[src/rtl/neuromorphic_x1_ctrl.sv]
// Host-to-ReRAM-macro command controller: single-cell writes/reads, EN sequencing,
// write-settle enforcement before reads, queue occupancy tracking and response strobe.
module neuromorphic_x1_ctrl #(
    parameter int WR_DLY      = 10,
    parameter int ACK_TIMEOUT = 4,
    parameter int RD_TIMEOUT  = 64,
    parameter int DEPTH       = 32
) (
    input  logic        CLKin,
    input  logic        RSTin,
    input  logic        cmd_valid,
    output logic        cmd_ready,
    input  logic        cmd_we,
    input  logic [4:0]  cmd_row,
    input  logic [4:0]  cmd_col,
    input  logic [7:0]  cmd_data,
    output logic        rsp_valid,
    output logic [7:0]  rsp_data,
    output logic        rsp_err,
    output logic [5:0]  occupancy,
    output logic        EN,
    output logic        R_WB,
    output logic [31:0] DI,
    output logic [31:0] AD,
    output logic [3:0]  SEL,
    input  logic [31:0] DO,
    input  logic        func_ack
);

    localparam int TIMER_W = 8;

    typedef enum logic [2:0] {IDLE, WR_REQ, WR_ACK, SETTLE, RD_REQ, RESP} state_t;

    state_t               state, state_nx;
    logic [4:0]           row_q, col_q;
    logic [7:0]           data_q;
    logic [5:0]           occ_q, pend_q;
    logic [15:0]          settle_q;
    logic [TIMER_W-1:0]   timer_q;
    logic [7:0]           rdata_q;
    logic                 err_q;

    logic                 accept, wr_done, rd_done;
    logic                 resp_err_nx;
    logic [7:0]           resp_data_nx;
    logic                 unused_do;

    assign unused_do = ^DO[31:8];

    always_comb begin
        state_nx     = state;
        accept       = 1'b0;
        wr_done      = 1'b0;
        rd_done      = 1'b0;
        resp_err_nx  = 1'b0;
        resp_data_nx = 8'h00;
        case (state)
            IDLE: begin
                if (cmd_valid) begin
                    accept = 1'b1;
                    if (cmd_we) begin
                        if (occ_q == 6'(DEPTH)) begin
                            state_nx    = RESP;
                            resp_err_nx = 1'b1;
                        end else begin
                            state_nx = WR_REQ;
                        end
                    end else if (occ_q == 6'd0) begin
                        state_nx    = RESP;
                        resp_err_nx = 1'b1;
                    end else if (pend_q != 6'd0) begin
                        state_nx = SETTLE;
                    end else begin
                        state_nx = RD_REQ;
                    end
                end
            end
            WR_REQ: state_nx = WR_ACK;
            WR_ACK: begin
                if (func_ack) begin
                    state_nx = RESP;
                    wr_done  = 1'b1;
                end else if (timer_q == TIMER_W'(ACK_TIMEOUT)) begin
                    state_nx    = RESP;
                    resp_err_nx = 1'b1;
                end
            end
            SETTLE: begin
                if (settle_q <= 16'd1) begin
                    state_nx = RD_REQ;
                end
            end
            RD_REQ: begin
                if (func_ack) begin
                    state_nx     = RESP;
                    rd_done      = 1'b1;
                    resp_data_nx = DO[7:0];
                end else if (timer_q == TIMER_W'(RD_TIMEOUT)) begin
                    state_nx    = RESP;
                    resp_err_nx = 1'b1;
                end
            end
            RESP:    state_nx = IDLE;
            default: state_nx = IDLE;
        endcase
    end

    // Timers restart at 1 on every state change so expiry compares directly with the limit.
    always_ff @(posedge CLKin) begin
        if (!RSTin) begin
            state    <= IDLE;
            row_q    <= 5'd0;
            col_q    <= 5'd0;
            data_q   <= 8'd0;
            occ_q    <= 6'd0;
            pend_q   <= 6'd0;
            settle_q <= 16'd0;
            timer_q  <= '0;
            rdata_q  <= 8'd0;
            err_q    <= 1'b0;
        end else begin
            state <= state_nx;
            if (state_nx != state) begin
                timer_q <= TIMER_W'(1);
            end else if (state == WR_ACK || state == RD_REQ) begin
                timer_q <= timer_q + TIMER_W'(1);
            end
            if (accept) begin
                row_q    <= cmd_row;
                col_q    <= cmd_col;
                data_q   <= cmd_data;
                settle_q <= 16'(WR_DLY * int'(pend_q));
            end else if (state == SETTLE) begin
                settle_q <= settle_q - 16'd1;
            end
            if (state == SETTLE && state_nx == RD_REQ) begin
                pend_q <= 6'd0;
            end else if (wr_done && pend_q != 6'(DEPTH)) begin
                pend_q <= pend_q + 6'd1;
            end
            if (wr_done) begin
                occ_q <= occ_q + 6'd1;
            end else if (rd_done) begin
                occ_q <= occ_q - 6'd1;
            end
            if (state_nx == RESP && state != RESP) begin
                err_q   <= resp_err_nx;
                rdata_q <= resp_data_nx;
            end
        end
    end

    assign cmd_ready = (state == IDLE);
    assign EN        = (state == WR_REQ) || (state == RD_REQ);
    assign R_WB      = (state == RD_REQ);
    assign SEL       = EN ? 4'hF : 4'h0;
    assign DI        = EN ? {2'b00, row_q, col_q, 12'h000, data_q} : 32'h0;
    assign AD        = EN ? {22'h0, row_q, col_q} : 32'h0;
    assign rsp_valid = (state == RESP);
    assign rsp_err   = (state == RESP) && err_q;
    assign rsp_data  = (state == RESP) ? rdata_q : 8'h00;
    assign occupancy = occ_q;

endmodule

[config.mk]
export PLATFORM = sky130hd
export DESIGN_NAME = neuromorphic_x1_ctrl
export DESIGN_NICKNAME = d
export VERILOG_FILES = /design/src/rtl/neuromorphic_x1_ctrl.sv
export SDC_FILE = /design/constraint.sdc
export NUM_CORES = 1
export LEC_CHECK = 0
export ABC_AREA = 1
export CAP_MARGIN = 20
export CORE_MARGIN = 5
export CORE_UTILIZATION = 28
export CTS_CLUSTER_SIZE = 10
export DETAILED_ROUTE_END_ITERATION = 7
export PLACE_DENSITY = 0.61
export REMOVE_ABC_BUFFERS = 1
export SLEW_MARGIN = 20
export SYNTH_ARGS = -nofsm -noshare
export SYNTH_HDL_FRONTEND = slang
export SYNTH_SLANG_ARGS = --single-unit
[constraint.sdc]
create_clock -name CLKin -period 5.6 [get_ports CLKin]
set_input_delay 1.12 -clock CLKin [delete_from_list [all_inputs] [get_ports CLKin]]
set_output_delay 1.12 -clock CLKin [all_outputs]
set_load 0.02 [all_outputs]
# Word-level counts from Yosys, hierarchy flattened
# Index checks and enable logic that the tools add are counted.
dict set report totals {
  regBits 66
  output_inout_bits 87
}
dict set report op_classes {
  reduce_logical 15
  n_mul 1
  n_addsub 5
  n_bitwise 1
  n_mux 37
  magnitude_cmp 1
  eq_ne 13
}
# operator count
set op_table {}
lappend op_table {{$mux W16} 2}
lappend op_table {{$mux W3} 10}
lappend op_table {{$mux W30} 1}
lappend op_table {{$mux W8} 3}
lappend op_table {{$le A16 B1 Y1 const B} 1}
lappend op_table {{$sub A16 B1 Y16 const B} 1}
lappend op_table {{$mux W1} 15}
lappend op_table {{$pmux W3 S5} 1}
lappend op_table {{$add A6 B1 Y6 const B} 2}
lappend op_table {{$eq A3 B3 Y1 const B} 4}
lappend op_table {{$mux W6} 2}
lappend op_table {{$mux W10} 1}
lappend op_table {{$mul A3 B6 Y9 const A} 1}
lappend op_table {{$add A8 B1 Y8 const B} 1}
lappend op_table {{$eq A8 B3 Y1 const B} 1}
lappend op_table {{$eq A8 B7 Y1 const B} 1}
lappend op_table {{$eq A3 B2 Y1 const B} 2}
lappend op_table {{$eq A6 B6 Y1 const B} 1}
lappend op_table {{$logic_not A6 Y1} 1}
lappend op_table {{$ne A6 B6 Y1 const B} 1}
lappend op_table {{$reduce_bool A2 Y1} 3}
lappend op_table {{$reduce_bool A6 Y1} 1}
lappend op_table {{$reduce_or A2 Y1} 3}
lappend op_table {{$sub A6 B1 Y6 const B} 1}
lappend op_table {{9 further kinds} 13}

# Longest topological paths before layout
# Gate-level depths: netlist of the first run.
dict set report logic_depth {
  ltp_word 9
  depth_mapped 15
  depth_no_buf 15
}

# Least setup slack after synthesis of the first run
# OpenSTA, ideal clock, no wires.
dict set report synth_timing {
  kind {register to output}
  from {register state[1]}
  to {output port DI[20]}
  required_time_ps 4480
  arrival_time_ps 1653
  path_buffers 2
  stages_incl_launch_ff 8
  setup_slack_ps 2827
  cell_sequence {dfxtp_1 > nor2_2 > nand2_2 > inv_1 > nor2_2 > buf_2 > nor2_1 > buf_4}
}
dict set report synth_via {
  elab_chain_len 3
  elab_cells_between_ends 4
  classes_between {2 x eq/ne; 1 x mux; 1 x reduce/logical}
}
# item line
set synth_rtl {}
lappend synth_rtl {{start: declaration} 34} ;# state_t state, state_nx;
lappend synth_rtl {{start signal: assignment} 122} ;# state <= state_nx;
lappend synth_rtl {{$eq A3 B3 Y1} -}
lappend synth_rtl {{named net R_WB} 22} ;# output logic R_WB,
lappend synth_rtl {{$logic_or A1 B1 Y1} 154} ;# assign EN = (state == WR_REQ) || (state == RD_REQ);
lappend synth_rtl {{$mux W30} 157} ;# assign DI = EN ? {2'b00, row_q, col_q, 12'h000, data_q} : 32'h0;
lappend synth_rtl {{end: declaration} 23} ;# output logic [31:0] DI,
# The timed path passes the listed nets, and every way through them passes these cells.

# Final worst setup path of the first run
dict set report layout_timing {
  from {register state[1]}
  to {output port SEL[1]}
}
dict set report layout_via {
  elab_chain_len 3
  elab_cells_between_ends 4
  classes_between {2 x eq/ne; 1 x mux; 1 x reduce/logical}
}
# item line
set layout_rtl {}
lappend layout_rtl {{$eq A3 B1 Y1 or $eq A3 B3 Y1 (tied branches)} 154}
lappend layout_rtl {{$logic_or A1 B1 Y1 (*)} 154}
lappend layout_rtl {{$mux W4 (*)} 156} ;# assign SEL = EN ? 4'hF : 4'h0;
lappend layout_rtl {{end: declaration} 25} ;# output logic [3:0] SEL,
# Mark *: on every way between the ends. The rest lies on a longest branch, timed or not.

==> impl_metrics.prom, run 1 <==
# TYPE chip_impl_metric gauge
chip_impl_info{name="outcome",value="complete, no violations"} 1
chip_impl_metric{name="maxCapViolCount",unit=""} 0
chip_impl_metric{name="setup_violations",unit=""} 0
chip_impl_metric{name="async_reset_ff_share",unit="%"} 0
chip_impl_metric{name="static_leakage_power",unit="nW"} 2.165
chip_impl_metric{name="finClkSkew",unit="ns"} 0.008609
chip_impl_info{name="end_kind",value="output port"} 1
chip_impl_metric{name="grt_pass1_wl",unit="µm"} 15550
chip_impl_metric{name="post_drt_via_cell_ratio",unit=""} 4.288
chip_impl_metric{name="final_period_minus_worst_setup_slack",unit="ns"} 3.727
chip_impl_metric{name="whs",unit="ns"} 0.4511
chip_impl_metric{name="vdd.ir_drop.worst",unit="mV"} 0.2408
chip_impl_info{name="crit_startpoint",value="state[1]"} 1
chip_impl_metric{name="postPlaceCellArea",unit="µm²"} 4838
chip_impl_metric{name="fmax",unit="MHz"} 268.3
chip_impl_metric{name="vias_in_the_first_global_route",unit=""} 3358
chip_impl_info{name="synth_top_cells_by_area",value="dfxtp_1, buf_4, nor2_1, nand2_1, inv_1"} 1
chip_impl_metric{name="powerDensity",unit="nW/µm²"} 360.2
chip_impl_metric{name="ys.warnings.count",unit=""} 0
chip_impl_metric{name="gp_congestion",unit=""} 0.8312
chip_impl_info{name="clockRootBuffer",value="clkbuf_16"} 1
chip_impl_metric{name="gr-total-overflow",unit=""} 0
chip_impl_metric{name="antenna_left",unit=""} 0
chip_impl_info{name="worst_hold_path_type",value="register to register"} 1
chip_impl_info{name="netlist.top_cell.by_area",value="dfxtp_1"} 1
chip_impl_metric{name="drt_total_wl",unit="µm"} 9335
chip_impl_metric{name="worstPathRequired",unit="ns"} 4.48
chip_impl_metric{name="floorplan.die_area",unit="µm²"} 17090
chip_impl_info{name="postSynth.topFlopCell",value="dfxtp_1"} 1
chip_impl_metric{name="ff2ff_setup_slack",unit="ns"} 3.17
chip_impl_metric{name="setup_tns",unit="ns"} 0
chip_impl_metric{name="finished_cell_area",unit="µm²"} 5159
chip_impl_metric{name="num_rows",unit=""} 44
chip_impl_metric{name="cts_htree_levels",unit=""} 3
chip_impl_metric{name="placed_cells_incl_taps",unit=""} 820
chip_impl_metric{name="hold_violations",unit=""} 0
chip_impl_metric{name="areaGrowthSynthToFinish",unit="%"} 26.39
chip_impl_metric{name="internal_power",unit="mW"} 1.172
chip_impl_metric{name="hpwl",unit="µm"} 6901
chip_impl_metric{name="power.share.clock",unit="%"} 32.8
chip_impl_metric{name="power_frac_comb",unit="%"} 36.8
chip_impl_info{name="synth_most_common_cell",value="nor2_1"} 1
chip_impl_metric{name="net_sw_share",unit="%"} 36.92
chip_impl_info{name="last_element_of_the_critical_path",value="SEL[1]"} 1
chip_impl_info{name="worst_setup_path_start_kind",value="register"} 1
chip_impl_metric{name="slew_violations",unit=""} 0
chip_impl_metric{name="number_of_flops_mapped_to_enable_cells_by_yosys",unit=""} 0
chip_impl_info{name="tritoncts",value="done"} 1
chip_impl_info{name="crit_type",value="register to output port"} 1
chip_impl_metric{name="post_cts_hold_buffer_count",unit=""} 0
chip_impl_metric{name="drt_iter0_drcs",unit=""} 156
chip_impl_metric{name="postSynthRegisterBits",unit=""} 66
chip_impl_metric{name="residual_drc_count",unit=""} 0
chip_impl_metric{name="grt_max_degree",unit=""} 45
chip_impl_metric{name="number_of_antenna_violations_at_the_first_check_in_global_routing",unit=""} 0
chip_impl_metric{name="io_pins",unit=""} 142
chip_impl_metric{name="design.core.area",unit="µm²"} 14420
chip_impl_metric{name="post_cts.resized_instances",unit=""} 0
chip_impl_metric{name="switchingPower",unit="mW"} 0.6860
chip_impl_metric{name="clockBufferDepth",unit=""} 2
chip_impl_metric{name="reg2reg_depth",unit=""} 14
chip_impl_metric{name="seq_power_share",unit="%"} 30.4
chip_impl_info{name="synthTopCellsByCount",value="nor2_1, nand2_1, inv_1"} 1
chip_impl_metric{name="die_x",unit="µm"} 130.7
chip_impl_metric{name="timing_worst_slew_pin_value",unit="ns"} 0.8468
chip_impl_metric{name="worstPathArrival",unit="ns"} 2.61
chip_impl_metric{name="final_antenna_diode_count",unit=""} 0
chip_impl_metric{name="yosys.cell_types.count",unit=""} 40
chip_impl_info{name="crit-reg2reg-capture",value="occupancy[5]"} 1
chip_impl_metric{name="syn_area",unit="µm²"} 4081
chip_impl_metric{name="design.final.nets",unit=""} 722
chip_impl_metric{name="syn-mean-instance-area",unit="µm²"} 7.049
chip_impl_metric{name="slew_headroom",unit="%"} 43.49
chip_impl_info{name="setup_repair_after_global_routing_missed_its_margin",value="false"} 1
chip_impl_metric{name="grt_use_total",unit="%"} 11.37
chip_impl_metric{name="initial_utilization",unit="%"} 28.30
chip_impl_metric{name="cts_setup_buffers",unit=""} 0
chip_impl_metric{name="clock_slew_at_reported_path_ffs",unit="ns"} 0.05
chip_impl_metric{name="detail_route.wl_per_cell",unit="µm"} 11.17
chip_impl_metric{name="die_height",unit="µm"} 130.7
chip_impl_metric{name="io_buffers",unit=""} 81
chip_impl_metric{name="report.power.total",unit="mW"} 1.858
chip_impl_metric{name="synth_top_area_share",unit="%"} 32.37
chip_impl_metric{name="syn-instance-count",unit=""} 579
chip_impl_metric{name="tritoncts.num_buffers",unit=""} 9
chip_impl_metric{name="worstSkewPairLatency",unit="ns"} 0.34
chip_impl_metric{name="final-instance-count-excl-fill",unit=""} 836
chip_impl_metric{name="clock_sink_count",unit=""} 66
chip_impl_metric{name="seq_area_frac_synth",unit="%"} 32.37
chip_impl_metric{name="post_route_cells_drive_above_1_share",unit="%"} 8.129
chip_impl_metric{name="total_number_of_vias",unit=""} 3585
chip_impl_metric{name="nFillCells",unit=""} 1568
chip_impl_metric{name="drt_pass1_iterations",unit=""} 4
chip_impl_metric{name="finalCritPeriodShare",unit="%"} 66.55
chip_impl_metric{name="cp_max_fo",unit=""} 19
chip_impl_info{name="worst_r2r_startpoint",value="state[1]"} 1
-- critical path, cell delays in order (launching register included) --
cell and delay [ns]:
dfxtp_1 0.44, nor2_2 0.09, nand2_2 0.16, inv_1 0.12, nor2_2 0.66, inv_1 0.21
clkdlybuf4s50_1 0.60
-- area by class of cell --
type	instances	area, µm²	share of cell area, %
Clock buffer	10	229.0	4.439
Clock inverter	6	91.34	1.771
Inverter	85	319.1	6.185
Multi-Input combinational cell	403	2150	41.67
Sequential cell	66	1321	25.61
Tap cell	184	230.2	4.463
Timing Repair Buffer	82	818.3	15.86
-- kinds of logic after synthesis --
kind of cell    after synthesis  synth area share [%]
fa+ha+maj                    20                 6.499
simple gates                239                 27.50
compound gates               94                 12.29
other cells                   1               0.09188
buf+inv                     145                 18.18
mux                           1                0.2759
xor+xnor                     13                 2.790
flops                        66                 32.37
-- per-layer routing --
metal	vias to the layer above	part of all wire (%)	track usage, %
met5	-	0	0
met4	0	0.87	3.811
li1	1894	-	-
met2	123	42	16.36
met1	1564	48	15.28
met3	4	9.1	4.837
-- sequential cells by signal (all words and copies together), names as in the netlist --
| register | flops |
|---|---|
| col_q | 5 |
| data_q | 8 |
| err_q | 1 |
| occupancy | 6 |
| pend_q | 6 |
| rdata_q | 8 |
| row_q | 5 |
| settle_q | 16 |
| state | 3 |
| timer_q | 8 |
-- metrics by stage --
step	util, %	setup slack, ns
4_1_cts	35.77	1.803
3_5_place_dp	33.54	2.188
6_report	35.77	1.873
3_3_place_gp	33.54	2.203
2_1_floorplan	-	2.766
5_1_grt	35.77	1.650
-- power by group through the flow --
| stage | sequential, mW | combinational (mW) | clock [mW] |
|---|---|---|---|
| after floorplan | 0.578 | 0.446 | 0 |
| after global placement | 0.575 | 0.685 | 0 |
| after detailed placement | 0.576 | 0.686 | 0 |
| after CTS | 0.566 | 0.691 | 0.632 |
| after global routing | 0.573 | 0.770 | 0.653 |
| final | 0.566 | 0.684 | 0.609 |
-- layout by cell type, fill, tap and decap left out, types with 3 or more instances in the layout --
cell | netlist | routed
inv_2 | 3 | 3
conb_1 | 1 | 36
xor2_1 | 10 | 10
nand3_2 | 3 | 3
inv_1 | 80 | 80
nor3_1 | 3 | 3
nand4_1 | 11 | 11
xnor2_1 | 3 | 3
clkbuf_16 | 0 | 9
dfxtp_1 | 66 | 66
o21ai_0 | 32 | 32
a21oi_1 | 48 | 48
ha_1 | 18 | 18
clkinvlp_4 | 0 | 3
nor2_1 | 87 | 87
nor2_2 | 10 | 10
nand3_1 | 23 | 23
nand2_2 | 8 | 8
a31oi_1 | 5 | 5
clkdlybuf4s50_1 | 0 | 81
nand2_1 | 83 | 83
-- worst min path at each step --
stage / startpoint / end / slack, ns / depth (start not counted)
3_3_place_gp: data_q[0] / data_q[0] / 0.44 / 2
6_report: data_q[4] / data_q[4] / 0.45 / 2
2_1_floorplan: col_q[0] / col_q[0] / 0.43 / 2
3_5_place_dp: data_q[0] / data_q[0] / 0.44 / 2
5_1_grt: rdata_q[1] / rdata_q[1] / 0.47 / 2
4_1_cts: data_q[0] / data_q[0] / 0.45 / 2
Power figures use the tool's default switching activity.
==> run 2: changes to the inputs <==
Clock period 5.6 ns to 3.58 ns, I/O delays scaled along.
==> run 2 against run 1 <==
Against the previous run:
- global-route usage down 0.065 points
- clock power is 47% higher
- worst setup slack worse by 1.6 ns
- register-to-register slack lost 2.0 ns
- core utilization decreased by 0.095 points
- sequential cell count unchanged
- clock skew is 0.0012 ns lower
- final cell count increased by 0.12%
- first-iteration DRC count decreased by 4.5%
- combinational power increased by 55%
- highest routed layer unchanged
==> impl_metrics.prom, run 2 (synthesis gave the netlist of run 1 again) <==
# TYPE chip_impl_metric gauge
chip_impl_info{name="outcome",value="complete, no violations"} 1
chip_impl_metric{name="antenna_left",unit=""} 0
chip_impl_metric{name="detail_route.wl_per_cell",unit="µm"} 11.09
chip_impl_metric{name="final_antenna_diode_count",unit=""} 0
chip_impl_metric{name="fmax",unit="MHz"} 303.9
chip_impl_metric{name="tritoncts.num_buffers",unit=""} 9
chip_impl_metric{name="finClkSkew",unit="ns"} 0.007380
chip_impl_metric{name="number_of_antenna_violations_at_the_first_check_in_global_routing",unit=""} 0
chip_impl_metric{name="io_buffers",unit=""} 81
chip_impl_metric{name="final-instance-count-excl-fill",unit=""} 837
chip_impl_metric{name="slew_headroom",unit="%"} 44.31
chip_impl_info{name="worst_hold_path_type",value="register to register"} 1
chip_impl_metric{name="post_cts.resized_instances",unit=""} 0
chip_impl_metric{name="drt_total_wl",unit="µm"} 9281
chip_impl_metric{name="grt_use_total",unit="%"} 11.30
chip_impl_metric{name="worstPathRequired",unit="ns"} 2.86
chip_impl_metric{name="clock_slew_at_reported_path_ffs",unit="ns"} 0.05
chip_impl_info{name="tritoncts",value="done"} 1
chip_impl_metric{name="drt_pass1_iterations",unit=""} 4
chip_impl_metric{name="final_period_minus_worst_setup_slack",unit="ns"} 3.290
chip_impl_metric{name="clockBufferDepth",unit=""} 2
chip_impl_info{name="leading_cell_type_in_the_layout_fill_and_taps_excluded",value="nor2_1"} 1
chip_impl_metric{name="timing_worst_slew_pin_value",unit="ns"} 0.8345
chip_impl_metric{name="die_height",unit="µm"} 130.7
chip_impl_metric{name="place_ws",unit="ns"} 0.5893
chip_impl_info{name="crit_type",value="register to output port"} 1
chip_impl_metric{name="hold_violations",unit=""} 0
chip_impl_metric{name="post_cts_hold_buffer_count",unit=""} 0
chip_impl_metric{name="drt_iter0_drcs",unit=""} 149
chip_impl_metric{name="setup_violations",unit=""} 0
chip_impl_metric{name="setup_tns",unit="ns"} 0
chip_impl_metric{name="finalCritPeriodShare",unit="%"} 91.90
chip_impl_info{name="clockRootBuffer",value="clkbuf_16"} 1
chip_impl_metric{name="vias_in_the_first_global_route",unit=""} 3378
chip_impl_metric{name="grt_max_degree",unit=""} 45
chip_impl_metric{name="post_drt_via_cell_ratio",unit=""} 4.342
chip_impl_metric{name="gr-total-overflow",unit=""} 0
chip_impl_metric{name="post_route_cells_drive_above_1_share",unit="%"} 7.963
chip_impl_info{name="setup_repair_after_global_routing_missed_its_margin",value="false"} 1
chip_impl_metric{name="worstSkewPairLatency",unit="ns"} 0.34
chip_impl_metric{name="floorplan.die_area",unit="µm²"} 17090
chip_impl_metric{name="areaGrowthSynthToFinish",unit="%"} 26.06
chip_impl_metric{name="clock_sink_count",unit=""} 66
chip_impl_metric{name="vdd.ir_drop.worst",unit="mV"} 0.3534
chip_impl_metric{name="design.final.nets",unit=""} 723
chip_impl_metric{name="die_x",unit="µm"} 130.7
chip_impl_metric{name="static_leakage_power",unit="nW"} 2.171
chip_impl_metric{name="initial_utilization",unit="%"} 28.30
chip_impl_metric{name="post-route-worst-setup-slack",unit="ns"} 0.2899
chip_impl_metric{name="largest_register_ff_count",unit=""} 16
chip_impl_info{name="end_kind",value="output port"} 1
chip_impl_metric{name="residual_drc_count",unit=""} 0
chip_impl_metric{name="grt_pass1_wl",unit="µm"} 15460
chip_impl_metric{name="maxCapViolCount",unit=""} 0
chip_impl_metric{name="io_pins",unit=""} 142
chip_impl_metric{name="design.core.area",unit="µm²"} 14420
chip_impl_info{name="layout_common_cells",value="nor2_1, nand2_1, clkdlybuf4s50_1, inv_1, dfxtp_1"} 1
chip_impl_metric{name="cts_setup_buffers",unit=""} 0
chip_impl_metric{name="slew_violations",unit=""} 0
chip_impl_info{name="worst_setup_path_start_kind",value="register"} 1
chip_impl_metric{name="total_number_of_vias",unit=""} 3634
chip_impl_metric{name="num_rows",unit=""} 44
chip_impl_metric{name="powerDensity",unit="nW/µm²"} 552.3
chip_impl_metric{name="report.power.total",unit="mW"} 2.841
chip_impl_metric{name="cts_htree_levels",unit=""} 3
chip_impl_info{name="registers.top_by_ff_count",value="settle_q"} 1
chip_impl_metric{name="worstPathArrival",unit="ns"} 2.57
chip_impl_metric{name="placed_cells_incl_taps",unit=""} 821
chip_impl_metric{name="cp_max_fo",unit=""} 19
chip_impl_metric{name="hpwl",unit="µm"} 6979
chip_impl_metric{name="gp_congestion",unit=""} 0.8081
## run 2: final cells by class
| class | instances | area [µm²] |
|---|---|---|
| timing repair buffer | 83 | 825.8 |
| multi-input combinational | 403 | 2150 |
| tap | 184 | 230.2 |
| inverter | 85 | 319.1 |
| clock buffer | 14 | 264.0 |
| fill | 1559 | 9279 |
| clock inverter | 2 | 35.03 |
| sequential | 66 | 1321 |
## run 2: per-stage QoR
step           cell area, µm²  hold slack, ns  util, %
2_1_floorplan            3790          0.4294        -
3_3_place_gp             4846          0.4402    33.60
3_5_place_dp             4846          0.4439    33.60
4_1_cts                  5145          0.4518    35.67
5_1_grt                  5145          0.4638    35.67
6_report                 5145          0.4474    35.67
## run 2: critical path, stage by stage, from the launching register on
cell	delay, ns
dfxtp_1	0.43
nor2_2	0.09
nand2_2	0.15
inv_1	0.11
nor2_2	0.65
inv_1	0.21
clkdlybuf4s50_1	0.60
## run 2: report_power, final
part           switching (mW)  total (mW)  internal [mW]  leakage [nW]
sequential             0.0587       0.885          0.827         0.538
clock                   0.319       0.895          0.577         0.147
combinational           0.664        1.06          0.397          1.49
total                    1.04        2.84           1.80          2.17
## run 2: per-layer routing
| metal | vias to the layer above | wire, µm | track usage (%) |
|---|---|---|---|
| met3 | 6 | 823 | 5.041 |
| met4 | 0 | 73 | 3.811 |
| met1 | 1625 | 4393 | 15.05 |
| met2 | 99 | 3990 | 16.27 |
| met5 | - | 0 | 0 |
| li1 | 1904 | - | - |
## run 2: worst paths after layout
path / from / end / slack [ns] / depth (start not counted)
worst max-delay path: state[1] / SEL[2] / 0.29 / 6
worst max register to register: state[1] / occupancy[5] / 1.20 / 14
worst min register to register: col_q[0] / col_q[0] / 0.45 / 2
worst min-delay path: col_q[0] / col_q[0] / 0.45 / 2
==> run 3: changes to the inputs <==
Settings changed: RECOVER_POWER from default to 25, SKIP_LAST_GASP from default to 1.
==> run 3 against run 2 <==
Against the previous run:
- critical path type unchanged
- first-iteration DRC count increased by 8.7%
- largest cell class unchanged
- register-to-register slack got worse by 0.52 ns
- final cell count unchanged
- global-route usage unchanged
- fmax increased by 1.6%
==> impl_metrics.prom, run 3 (synthesis gave the netlist of run 1 again) <==
# TYPE chip_impl_metric gauge
chip_impl_metric{name="clock_sink_count",unit=""} 66
chip_impl_info{name="clockRootBuffer",value="clkbuf_16"} 1
chip_impl_info{name="outcome",value="complete, no violations"} 1
chip_impl_metric{name="drt_iter0_drcs",unit=""} 162
chip_impl_metric{name="grt_pass1_wl",unit="µm"} 15460
chip_impl_metric{name="cts_htree_levels",unit=""} 3
chip_impl_metric{name="switchingPower",unit="mW"} 1.034
chip_impl_metric{name="finalCritPeriodShare",unit="%"} 90.48
chip_impl_info{name="leading_cell_type_in_the_layout_fill_and_taps_excluded",value="nor2_1"} 1
chip_impl_metric{name="post_route_cells_drive_above_1_share",unit="%"} 7.198
chip_impl_metric{name="setup_violations",unit=""} 0
chip_impl_metric{name="slew_headroom",unit="%"} 21.04
chip_impl_metric{name="largest_register_ff_count",unit=""} 16
chip_impl_metric{name="antenna_left",unit=""} 0
chip_impl_metric{name="post_cts_hold_buffer_count",unit=""} 0
chip_impl_metric{name="grt_max_degree",unit=""} 45
chip_impl_metric{name="worstPathArrival",unit="ns"} 2.52
chip_impl_metric{name="num_rows",unit=""} 44
chip_impl_info{name="end_kind",value="output port"} 1
chip_impl_metric{name="initial_utilization",unit="%"} 28.30
chip_impl_metric{name="finished_cell_area",unit="µm²"} 5116
chip_impl_metric{name="fmax",unit="MHz"} 308.7
chip_impl_info{name="worst_r2r_startpoint",value="state[1]"} 1
chip_impl_info{name="registers.top_by_ff_count",value="settle_q"} 1
chip_impl_metric{name="total_number_of_vias",unit=""} 3630
chip_impl_metric{name="hold_violations",unit=""} 0
chip_impl_metric{name="final_antenna_diode_count",unit=""} 0
chip_impl_metric{name="reg2reg_depth",unit=""} 8
chip_impl_metric{name="postPlaceCellArea",unit="µm²"} 4846
chip_impl_metric{name="residual_drc_count",unit=""} 0
chip_impl_info{name="worst_hold_path.endpoint",value="col_q[0]"} 1
chip_impl_metric{name="clockBufferDepth",unit=""} 2
chip_impl_metric{name="io_pins",unit=""} 142
chip_impl_metric{name="die_x",unit="µm"} 130.7
chip_impl_metric{name="cts_setup_buffers",unit=""} 0
chip_impl_metric{name="internal_power",unit="mW"} 1.796
chip_impl_metric{name="hpwl",unit="µm"} 6979
chip_impl_metric{name="die_height",unit="µm"} 130.7
chip_impl_metric{name="finClkSkew",unit="ns"} 0.008180
chip_impl_metric{name="final_period_minus_worst_setup_slack",unit="ns"} 3.239
chip_impl_info{name="hold_path_startpoint",value="col_q[0]"} 1
chip_impl_metric{name="vdd.ir_drop.worst",unit="mV"} 0.3531
chip_impl_metric{name="seq_power_share",unit="%"} 31.3
chip_impl_metric{name="nFillCells",unit=""} 1566
chip_impl_metric{name="post_drt_via_cell_ratio",unit=""} 4.337
chip_impl_metric{name="gr-total-overflow",unit=""} 0
chip_impl_metric{name="maxCapViolCount",unit=""} 0
chip_impl_metric{name="worstPathRequired",unit="ns"} 2.86
chip_impl_metric{name="clock_slew_at_reported_path_ffs",unit="ns"} 0.05
chip_impl_info{name="layout_common_cells",value="nor2_1, nand2_1, inv_1, clkdlybuf4s50_1, dfxtp_1"} 1
chip_impl_info{name="worst_hold_path_type",value="register to register"} 1
chip_impl_metric{name="timing_worst_slew_pin_value",unit="ns"} 1.183
chip_impl_metric{name="power.share.clock",unit="%"} 31.8
chip_impl_metric{name="worstSkewPairLatency",unit="ns"} 0.34
chip_impl_metric{name="grt_use_total",unit="%"} 11.30
chip_impl_metric{name="holdPathStages",unit=""} 2
chip_impl_metric{name="powerDensity",unit="nW/µm²"} 553.1
chip_impl_info{name="crit-reg2reg-capture",value="settle_q[15]"} 1
chip_impl_info{name="worst_setup_path_start_kind",value="register"} 1
chip_impl_metric{name="net_sw_share",unit="%"} 36.54
chip_impl_metric{name="design.core.area",unit="µm²"} 14420
chip_impl_metric{name="vias_in_the_first_global_route",unit=""} 3378
chip_impl_metric{name="drt_pass1_iterations",unit=""} 4
chip_impl_metric{name="post_cts.resized_instances",unit=""} 0
chip_impl_metric{name="io_buffers",unit=""} 81
chip_impl_metric{name="detail_route.wl_per_cell",unit="µm"} 11.11
chip_impl_metric{name="drt_total_wl",unit="µm"} 9300
chip_impl_info{name="setup_repair_after_global_routing_missed_its_margin",value="false"} 1
chip_impl_metric{name="number_of_antenna_violations_at_the_first_check_in_global_routing",unit=""} 0
chip_impl_metric{name="static_leakage_power",unit="nW"} 2.164
chip_impl_info{name="crit_startpoint",value="state[1]"} 1
chip_impl_metric{name="setup_tns",unit="ns"} 0
chip_impl_metric{name="cp_max_fo",unit=""} 19
chip_impl_metric{name="gp_congestion",unit=""} 0.8081
chip_impl_metric{name="tritoncts.num_buffers",unit=""} 9
chip_impl_metric{name="power_frac_comb",unit="%"} 36.9
chip_impl_metric{name="slew_violations",unit=""} 0
chip_impl_metric{name="ff2ff_setup_slack",unit="ns"} 0.68
chip_impl_metric{name="design.final.nets",unit=""} 723
chip_impl_metric{name="areaGrowthSynthToFinish",unit="%"} 25.35
chip_impl_metric{name="floorplan.die_area",unit="µm²"} 17090
chip_impl_info{name="tritoncts",value="done"} 1
chip_impl_info{name="crit_type",value="register to output port"} 1
==> run 3: worst max-delay path by stage <==
stage                              end  slack (ns)  cells after the start
after global placement          SEL[1]        0.57                      6
after global routing      settle_q[15]        0.04                      8
after detailed placement        SEL[2]        0.59                      6
after floorplan                     EN        1.15                      5
after CTS                       SEL[2]        0.20                      6
final                           SEL[2]        0.34                      6
==> run 3: through the flow <==
step	hold slack (ns)	setup WS, ns	util [%]	total power [mW]	instances
finish	0.4474	0.3409	35.47	2.830	837
global route	0.4638	0.03691	35.47	3.035	837
CTS	0.4518	0.2038	35.67	2.903	837
detailed placement	0.4439	0.5893	33.60	1.976	821
global placement	0.4402	0.5665	33.60	1.971	821
floorplan	0.4294	1.150	-	1.602	554
==> run 3: power groups by stage <==
stage	logic [mW]	registers [mW]	clock network, mW
5_1_grt	1.17	0.897	0.966
3_5_place_dp	1.08	0.900	0
4_1_cts	1.08	0.886	0.936
6_report	1.05	0.885	0.900
3_3_place_gp	1.07	0.900	0
2_1_floorplan	0.698	0.904	0
==> run 3: worst max-delay path, stage by stage (launching register included) <==
cell and delay (ns):
dfxtp_1 0.42, nor2_2 0.08, nand2_2 0.13, inv_1 0.10, nor2_2 0.64, inv_1 0.21, clkdlybuf4s50_1 0.60
==> run 3: layout make-up <==
| type | instances | area, µm² | area share [%] |
|---|---|---|---|
| clock buffer | 14 | 264.0 | 5.160 |
| clock inverter | 2 | 35.03 | 0.6848 |
| inverter | 85 | 319.1 | 6.236 |
| multi-input combinational | 403 | 2121 | 41.45 |
| sequential | 66 | 1321 | 25.83 |
| tap | 184 | 230.2 | 4.500 |
| timing repair buffer | 83 | 825.8 | 16.14 |
==> run 3: routing by layer <==
| metal | GRT usage (%) | wire length, µm | vias to the layer above |
|---|---|---|---|
| met5 | 0 | 0 | - |
| met4 | 3.811 | 143 | 0 |
| met3 | 5.041 | 832 | 10 |
| met2 | 16.27 | 3916 | 100 |
| met1 | 15.05 | 4407 | 1619 |
| li1 | - | - | 1901 |
